## config.mk

```make
export PLATFORM = sky130hd
export DESIGN_NAME = alu_ctrl_md
export DESIGN_NICKNAME = d
export VERILOG_FILES = /design/src/rtl/alu_ctrl_md.sv
export SDC_FILE = /design/constraint.sdc
export NUM_CORES = 1
export LEC_CHECK = 0
export BUFFER_PORTS_ARGS = -buffer_cell sky130_fd_sc_hd__buf_2
export CORE_MARGIN = 4
export CORE_UTILIZATION = 65
export CTS_BUF_LIST = sky130_fd_sc_hd__clkbuf_16
export DETAILED_ROUTE_END_ITERATION = 12
export PLACE_DENSITY = 0.86
export SETUP_SLACK_MARGIN = 0.05
export SYNTH_ARGS = -nofsm -noshare
export SYNTH_HDL_FRONTEND = slang
export SYNTH_SLANG_ARGS = --single-unit
```

## constraint.sdc

```tcl
create_clock -name clk -period 8.9 [get_ports clk]
set_input_delay 2.225 -clock clk [delete_from_list [all_inputs] [get_ports clk]]
set_output_delay 2.225 -clock clk [all_outputs]
set_load 0.005 [all_outputs]
```

## src/rtl/alu_ctrl_md.sv

```systemverilog
// alu_ctrl_md: ALU control decoder plus an iterative multiply/divide sequencer
// with HI/LO result registers and a pipeline stall output.
// Optional feature macro: ALU_CTRL_UNSIGNED_EN (adds multu/divu decode and
// unsigned sequencing). With the macro undefined, those functs decode to add.
module alu_ctrl_md #(
  parameter int WIDTH = 32,
  parameter int CNT_W = 6
) (
  input  logic             clk,
  input  logic             rst_n,
  input  logic [5:0]       inst_f,
  input  logic [1:0]       alu_op,
  input  logic             issue,
  input  logic [WIDTH-1:0] op_a,
  input  logic [WIDTH-1:0] op_b,
  output logic [3:0]       alu_ctrl,
  output logic             md_busy,
  output logic             md_done,
  output logic             stall,
  output logic [WIDTH-1:0] hi,
  output logic [WIDTH-1:0] lo
);

  localparam logic [5:0] F_ADD   = 6'b100000;
  localparam logic [5:0] F_SUB   = 6'b100010;
  localparam logic [5:0] F_MULT  = 6'b011000;
  localparam logic [5:0] F_DIV   = 6'b011010;
  localparam logic [5:0] F_AND   = 6'b100100;
  localparam logic [5:0] F_OR    = 6'b100101;
  localparam logic [5:0] F_NOR   = 6'b100111;
  localparam logic [5:0] F_SLT   = 6'b101010;
`ifdef ALU_CTRL_UNSIGNED_EN
  localparam logic [5:0] F_MULTU = 6'b011001;
  localparam logic [5:0] F_DIVU  = 6'b011011;
`endif

  typedef enum logic [2:0] {S_IDLE, S_MUL, S_DIV, S_FIX, S_DONE} state_t;

  state_t             state_reg, state_next;
  logic [CNT_W-1:0]   count_reg;
  logic [2*WIDTH-1:0] acc_reg;      // mult: {upper, multiplier/low}; div: low half is dividend/quotient
  logic [WIDTH:0]     rem_reg;      // restoring-division partial remainder
  logic [WIDTH-1:0]   mag_reg;      // |multiplicand| or |divisor|
  logic               neg_a_reg;
  logic               neg_b_reg;
  logic               op_mul_reg;
  logic [WIDTH-1:0]   hi_reg;
  logic [WIDTH-1:0]   lo_reg;
  logic               done_reg;

  logic               md_mul, md_div, md_uns, md_start;
  logic               sgn_a, sgn_b;
  logic [WIDTH-1:0]   abs_a, abs_b;
  logic [WIDTH:0]     mul_sum;
  logic [2*WIDTH-1:0] mul_step;
  logic [WIDTH+1:0]   div_shift, div_trial;
  logic [WIDTH:0]     div_rem_next;
  logic               div_q_bit;
  logic [2*WIDTH-1:0] prod_fix;
  logic [WIDTH-1:0]   quot_fix, rem_fix, lo_fix;
  logic [2*WIDTH-1:0] fix_val;

  // ALU control decode and multiply/divide instruction classification
  always_comb begin
    alu_ctrl = 4'b0010;
    md_mul   = 1'b0;
    md_div   = 1'b0;
    md_uns   = 1'b0;
    case (alu_op)
      2'b01: alu_ctrl = 4'b0110;
      2'b10: begin
        case (inst_f)
          F_ADD:  alu_ctrl = 4'b0010;
          F_SUB:  alu_ctrl = 4'b0110;
          F_MULT: begin alu_ctrl = 4'b1111; md_mul = 1'b1; end
          F_DIV:  begin alu_ctrl = 4'b1110; md_div = 1'b1; end
          F_AND:  alu_ctrl = 4'b0000;
          F_OR:   alu_ctrl = 4'b0001;
          F_NOR:  alu_ctrl = 4'b1100;
          F_SLT:  alu_ctrl = 4'b0111;
`ifdef ALU_CTRL_UNSIGNED_EN
          F_MULTU: begin alu_ctrl = 4'b1101; md_mul = 1'b1; md_uns = 1'b1; end
          F_DIVU:  begin alu_ctrl = 4'b1011; md_div = 1'b1; md_uns = 1'b1; end
`endif
          default: alu_ctrl = 4'b0010;
        endcase
      end
      default: alu_ctrl = 4'b0010;
    endcase
  end

  assign md_start = issue & (md_mul | md_div) & (state_reg == S_IDLE);
  assign md_busy  = (state_reg != S_IDLE);
  assign stall    = md_busy | md_start;
  assign md_done  = done_reg;
  assign hi       = hi_reg;
  assign lo       = lo_reg;

  // Operand magnitudes and per-cycle shift-add / restoring-divide / sign-fix arithmetic
  always_comb begin
    sgn_a = ~md_uns & op_a[WIDTH-1];
    sgn_b = ~md_uns & op_b[WIDTH-1];
    abs_a = sgn_a ? -op_a : op_a;
    abs_b = sgn_b ? -op_b : op_b;

    // Shift-add: add multiplicand into the upper half when the current multiplier bit is set
    mul_sum  = {1'b0, acc_reg[2*WIDTH-1:WIDTH]} + (acc_reg[0] ? {1'b0, mag_reg} : {(WIDTH+1){1'b0}});
    mul_step = {mul_sum, acc_reg[WIDTH-1:1]};

    // Restoring divide: shift in next dividend bit, keep the trial difference if non-negative
    div_shift = {rem_reg, acc_reg[WIDTH-1]};
    div_trial = div_shift - {2'b00, mag_reg};
    if (!div_trial[WIDTH+1]) begin
      div_rem_next = div_trial[WIDTH:0];
      div_q_bit    = 1'b1;
    end else begin
      div_rem_next = div_shift[WIDTH:0];
      div_q_bit    = 1'b0;
    end

    // Sign correction; with a zero divisor the remainder is |a| so rem_fix restores op_a
    prod_fix = (neg_a_reg ^ neg_b_reg) ? -acc_reg : acc_reg;
    quot_fix = (neg_a_reg ^ neg_b_reg) ? -acc_reg[WIDTH-1:0] : acc_reg[WIDTH-1:0];
    rem_fix  = neg_a_reg ? -rem_reg[WIDTH-1:0] : rem_reg[WIDTH-1:0];
    lo_fix   = (mag_reg == '0) ? {WIDTH{1'b1}} : quot_fix;
    fix_val  = op_mul_reg ? prod_fix : {rem_fix, lo_fix};
  end

  // Sequencer state register
  always_ff @(posedge clk or negedge rst_n) begin
    if (!rst_n) state_reg <= S_IDLE;
    else        state_reg <= state_next;
  end

  // Sequencer next-state logic
  always_comb begin
    state_next = state_reg;
    case (state_reg)
      S_IDLE: if (md_start) state_next = md_mul ? S_MUL : S_DIV;
      S_MUL:  if (count_reg == '0) state_next = S_FIX;
      S_DIV:  if (count_reg == '0) state_next = S_FIX;
      S_FIX:  state_next = S_DONE;
      S_DONE: state_next = S_IDLE;
      default: state_next = S_IDLE;
    endcase
  end

  // Datapath registers: operand capture, iteration, fix-up and HI/LO write-back
  always_ff @(posedge clk or negedge rst_n) begin
    if (!rst_n) begin
      count_reg  <= '0;
      acc_reg    <= '0;
      rem_reg    <= '0;
      mag_reg    <= '0;
      neg_a_reg  <= 1'b0;
      neg_b_reg  <= 1'b0;
      op_mul_reg <= 1'b0;
      hi_reg     <= '0;
      lo_reg     <= '0;
      done_reg   <= 1'b0;
    end else begin
      done_reg <= 1'b0;
      case (state_reg)
        S_IDLE: begin
          if (md_start) begin
            count_reg  <= CNT_W'(WIDTH - 1);
            neg_a_reg  <= sgn_a;
            neg_b_reg  <= sgn_b;
            op_mul_reg <= md_mul;
            rem_reg    <= '0;
            if (md_mul) begin
              mag_reg <= abs_a;
              acc_reg <= {{WIDTH{1'b0}}, abs_b};
            end else begin
              mag_reg <= abs_b;
              acc_reg <= {{WIDTH{1'b0}}, abs_a};
            end
          end
        end
        S_MUL: begin
          acc_reg <= mul_step;
          if (count_reg != '0) count_reg <= count_reg - CNT_W'(1);
        end
        S_DIV: begin
          acc_reg[WIDTH-1:0] <= {acc_reg[WIDTH-2:0], div_q_bit};
          rem_reg            <= div_rem_next;
          if (count_reg != '0) count_reg <= count_reg - CNT_W'(1);
        end
        S_FIX: acc_reg <= fix_val;
        S_DONE: begin
          hi_reg   <= acc_reg[2*WIDTH-1:WIDTH];
          lo_reg   <= acc_reg[WIDTH-1:0];
          done_reg <= 1'b1;
        end
        default: ;
      endcase
    end
  end

endmodule

```

After elaboration in Yosys (flattened, before gate mapping)
Cells that the tools add are included.
{"block": "classes", "addsub": 8, "n_eq_ne": 18, "muxes": 31, "bitwise_logic": 5, "n_reduce_logical": 16}
{"operator": "2-to-1 mux 32 bit", "n": 8}
{"operator": "2-to-1 mux 64 bit", "n": 3}
{"operator": "negator 32 bit", "n": 4}
{"operator": "one-hot mux 32 bit (4 select lines)", "n": 1}
{"operator": "one-hot mux 32 bit (3 select lines)", "n": 1}
{"operator": "2-to-1 mux 33 bit", "n": 2}
{"operator": "one-hot mux 33 bit (2 select lines)", "n": 1}
{"operator": "negator 64 bit", "n": 1}
{"operator": "subtractor 34 x 32 -> 34 bit", "n": 1}
{"operator": "adder 32 x 32 -> 33 bit", "n": 1}
{"operator": "zero test 32 bit", "n": 1}
{"operator": "== test 6 bit, second input constant", "n": 5}
{"operator": "one-hot mux 4 bit (7 select lines)", "n": 1}
{"operator": "== test 6 x 5 -> 1 bit, second input constant", "n": 2}
{"operator": "2-to-1 mux 6 bit", "n": 2}
{"operator": "one-hot mux 6 bit (2 select lines)", "n": 1}
{"operator": "one-hot mux 3 bit (3 select lines)", "n": 1}
{"operator": "one-hot mux 4 bit (2 select lines)", "n": 1}
{"operator": "== test 3 x 2 -> 1 bit, second input constant", "n": 2}
{"operator": "zero test 6 bit", "n": 1}
{"operator": "2-to-1 mux 1 bit", "n": 6}
{"operator": "2-to-1 mux 3 bit", "n": 2}
{"operator": "!= test 3 bit, second input constant", "n": 2}
{"operator": "AND reduction 2 bit", "n": 3}
{"operator": "other kinds (19)", "n": 25}
{"block": "totals", "regBits": 206, "inputBits": 75, "out_inout_bits": 71, "word_cells": 90}

Logic depth before layout (Yosys ltp)
{"block": "logic_depth", "word_depth": 8, "ltp_mapped": 14, "mapped_depth_nobuf": 13}

Worst setup path after synthesis
OpenSTA, ideal clock, no wires.
{"block": "synth_path", "kind": "input-to-output", "from": "in inst_f[3]", "to": "out alu_ctrl[0]", "arrival_time_ps": 2987, "t_required_ps": 6675, "setup_slack_ps": 3688, "stages": 5, "n_path_buf": 0, "path_cell_list": "and3b_1 > and2_1 > a31oi_1 > o22ai_1 > and4b_1"}
{"block": "synth_between", "elab_chain_cells": 3, "word_cells_on_any_way": 9}
{"item": "start, declared", "line_no": "11", "rtl": "input logic [5:0] inst_f,"}
{"item": "== test 6 bit / == test 6 x 5 -> 1 bit (equally long branches)", "line_no": "72", "rtl": "case (inst_f)"}
{"item": "one-hot mux 4 bit (7 select lines) (*)", "line_no": "72"}
{"item": "one-hot mux 4 bit (2 select lines) (*)", "line_no": "69", "rtl": "case (alu_op)"}
{"item": "end, declared", "line_no": "16", "rtl": "output logic [3:0] alu_ctrl,"}
Every way passes the cells marked *; elsewhere a longest branch is shown, timed or not.

Worst setup path after layout
{"block": "layout_path", "from": "in inst_f[0]", "to": "out alu_ctrl[0]"}
The elaborated chain is that of the path after synthesis.

==> results.yml <==
setup_path:
  crit_family: "simple AND/OR/NAND/NOR gates"
  critPathLaunchType: "input pin"
  worstSetupPathType: "input pin to output pin"
  cp-end-kind: "output pin"
  cpMostUsedCell: "buf_2"
  crit_fanout: 6
  crit_slowest_cell: "nor2_1"
  required_ns: 6.68
  slowest_delay_ns: 0.25
  path_cells: "buf_2 > nor2_1 > and2_1 > a31oi_1 > o22ai_1 > and4b_1 > buf_2"
  crit_buf_inv: 2
  crit_arrival_ns: 3.33
global_route:
  grtUsageTotal_pct: 36.3
  grt_pass1_vias: 15296
  grt_max_degree: 90
  antenna_found_initial: 1
  grt_pass1_wl_um: 83700
  grt_overflow: 0
route:
  drc: 0
  routedWlPerCell_um: 21.9
  vias_per_cell: 6.83
  dr.pass1.iters: 9
  final_antenna_net_count: 0
  drtIter0Drc: 2223
  postRouteWirelength_um: 53100
  num_vias: 16587
die:
  initial_core_util_pct: 66.3
  coreArea_um2: 25300
  io_pins: 146
  fp.dieW_um: 169
  die_h_um: 169
  rows: 58
  die_area_um2: 28400
synthesis:
  netlist_instances: 2026
  seq_area_frac_synth_pct: 30.8
  ys_types: 85
  async_flop_share_pct: 100
  synth-seq-cells: 206
  ys_warn_count: 0
  yosysMostFrequentCell: "dfrtp_1"
  synthTopCellsByCount: "dfrtp_1 (206), nand2_1 (175), a21oi_1 (166)"
  yosys-top-cells-area: "dfrtp_1 (31%), ha_1 (5.4%), xnor2_1 (5.1%)"
  synth_nets: 2175
  synth_flop_cell: "dfrtp_1"
  syn_avg_cell_area_um2: 8.27
  yosys.area.top_type: "dfrtp_1"
  synth.cell_area_um2: 16700
  synth_edf_count: 0
  yosysTopAreaCellShare_pct: 30.8
clock_network:
  cts_setup_buffers: 0
  cts_tree: "done"
  postCtsHoldBufs: 0
  numCtsBuffers: 23
  htree_levels: 1
  cts.sinks: 206
  ctsResizeCount: 0
  root_buffer: "clkbuf_16"
  path_clk_slew_ns: 0.06
  cts.path.max_buffers: 3
  worstSkewPairLatency_ns: 0.54
sta:
  period_needed_ns: 5.56
  setup_viol: 0
  fin_worst_skew_ns: 0.0149
  fin_crit_sh_pct: 62.5
  rsz0062_at_grt: "no"
  hold_viol: 0
  tns_ns: 0
  tightest_slew_ns: 1.23
  drv_slew: 0
  slew_headroom_pct: 18.0
  fmax_ghz: 0.180
run:
  drv_cap: 0
power:
  ir_worst_vdd_uv: 325
  p_total_mw: 7.31
  power.leakage_nw: 8.17
  powerDensity_nw_per_um2: 398
final_layout:
  syn_to_final_growth_pct: 9.82
  largest_reg_flops: 64
  layout.nets: 2233
  drive_above_1_share_pct: 14.5
  diodes: 0
status:
  outcome: "complete, no violations"
placed_design:
  dp_hpwl_um: 39100
  numPortBuffers: 145
  globalplace.congestion: 1.03
worst_hold_path:
  hold_path_class: "register to register"
[tightest hold or removal path: cells and delay by family, from the launching register on]
family | cells | cell delay, ns
AOI/OAI and AO/OA | 1 | 0.06
DFF | 1 | 0.34
and+or+nand+nor | 1 | 0.05
[per-layer routing]
layer	track usage [%]	wire, µm	up-vias
met5	0	13	-
met4	12.0	2030	2
met3	10.4	6890	163
met2	54.1	22800	1012
met1	51.3	21400	7849
li1	-	-	7561
[power breakdown]
group	switching, mW	total (mW)	internal, mW
clock	0.421	1.10	0.678
combinational	2.49	4.26	1.77
sequential	0.594	1.96	1.36
[per-stage QoR]
stage	instances	hold WS, ns	util (%)	instance area (µm²)	setup slack (ns)
floorplan	2026	0.450	-	16700	3.69
global placement	2389	0.466	69.4	17500	3.43
detailed placement	2389	0.480	69.4	17500	3.37
CTS	2430	0.494	72.8	18400	3.36
global route	2430	0.519	72.8	18400	3.23
finish	2430	0.491	72.8	18400	3.34
[logic make-up after synthesis]
kind of cell / share of synthesized area, %
adders and majority gates: 5.62
AOI/OAI and AO/OA: 23.6
and+or+nand+nor: 19.3
xor gates and xnor gates: 9.93
muxes: 6.28
buffers and inverters: 4.50
DFF: 30.8
[path summary, 6_finish.rpt]
| check | end | cells after the start | startpoint | slack [ns] |
|---|---|---|---|---|
| hold / removal | mag_reg[22] | 2 | mag_reg[22] | 0.49 |
| setup / recovery | alu_ctrl[0] | 7 | inst_f[0] | 3.34 |
| max in group asynchronous | hi[24] | 2 | rst_n | 5.80 |
| min in group asynchronous | md_done | 1 | rst_n | 1.69 |
| setup reg to reg | acc_reg[50] | 11 | acc_reg[0] | 4.23 |
| hold reg to reg | mag_reg[22] | 2 | mag_reg[22] | 0.49 |
[layout by cell type, fill, tap and decap left out, types with 10 or more instances in the layout]
cell type  count
o31ai_1       29
nand4_1       19
inv_1         66
buf_4         16
nor4_1        23
nand2b_1      16
o41ai_1       15
o21ai_0      152
nand3_1       52
a22oi_1       17
a222oi_1      10
mux2i_1       33
dfrtp_1      206
a21oi_1      166
a21o_1        36
or3_1         35
o21a_1        10
ha_1          72
o21ai_1       17
and3_1        17
xor2_1        91
nand2_1      174
a221oi_1      17
nor2b_1       15
buf_2        144
o211ai_1      29
xnor2_1       97
nor3_1        51
or4_1         16
clkbuf_16     23
nor2_1       158
a31oi_1       40
mux2_2        64
or2_2         15
[layout make-up]
class | instances | area, µm²
Clock inverter | 18 | 280
Fill cell | 1930 | 6860
Clock buffer | 23 | 576
Inverter | 65 | 244
Tap cell | 330 | 413
Timing Repair Buffer | 161 | 855
Sequential cell | 206 | 5150
Multi-Input combinational cell | 1627 | 10900
Note: power is estimated with default switching activity, not from simulation.
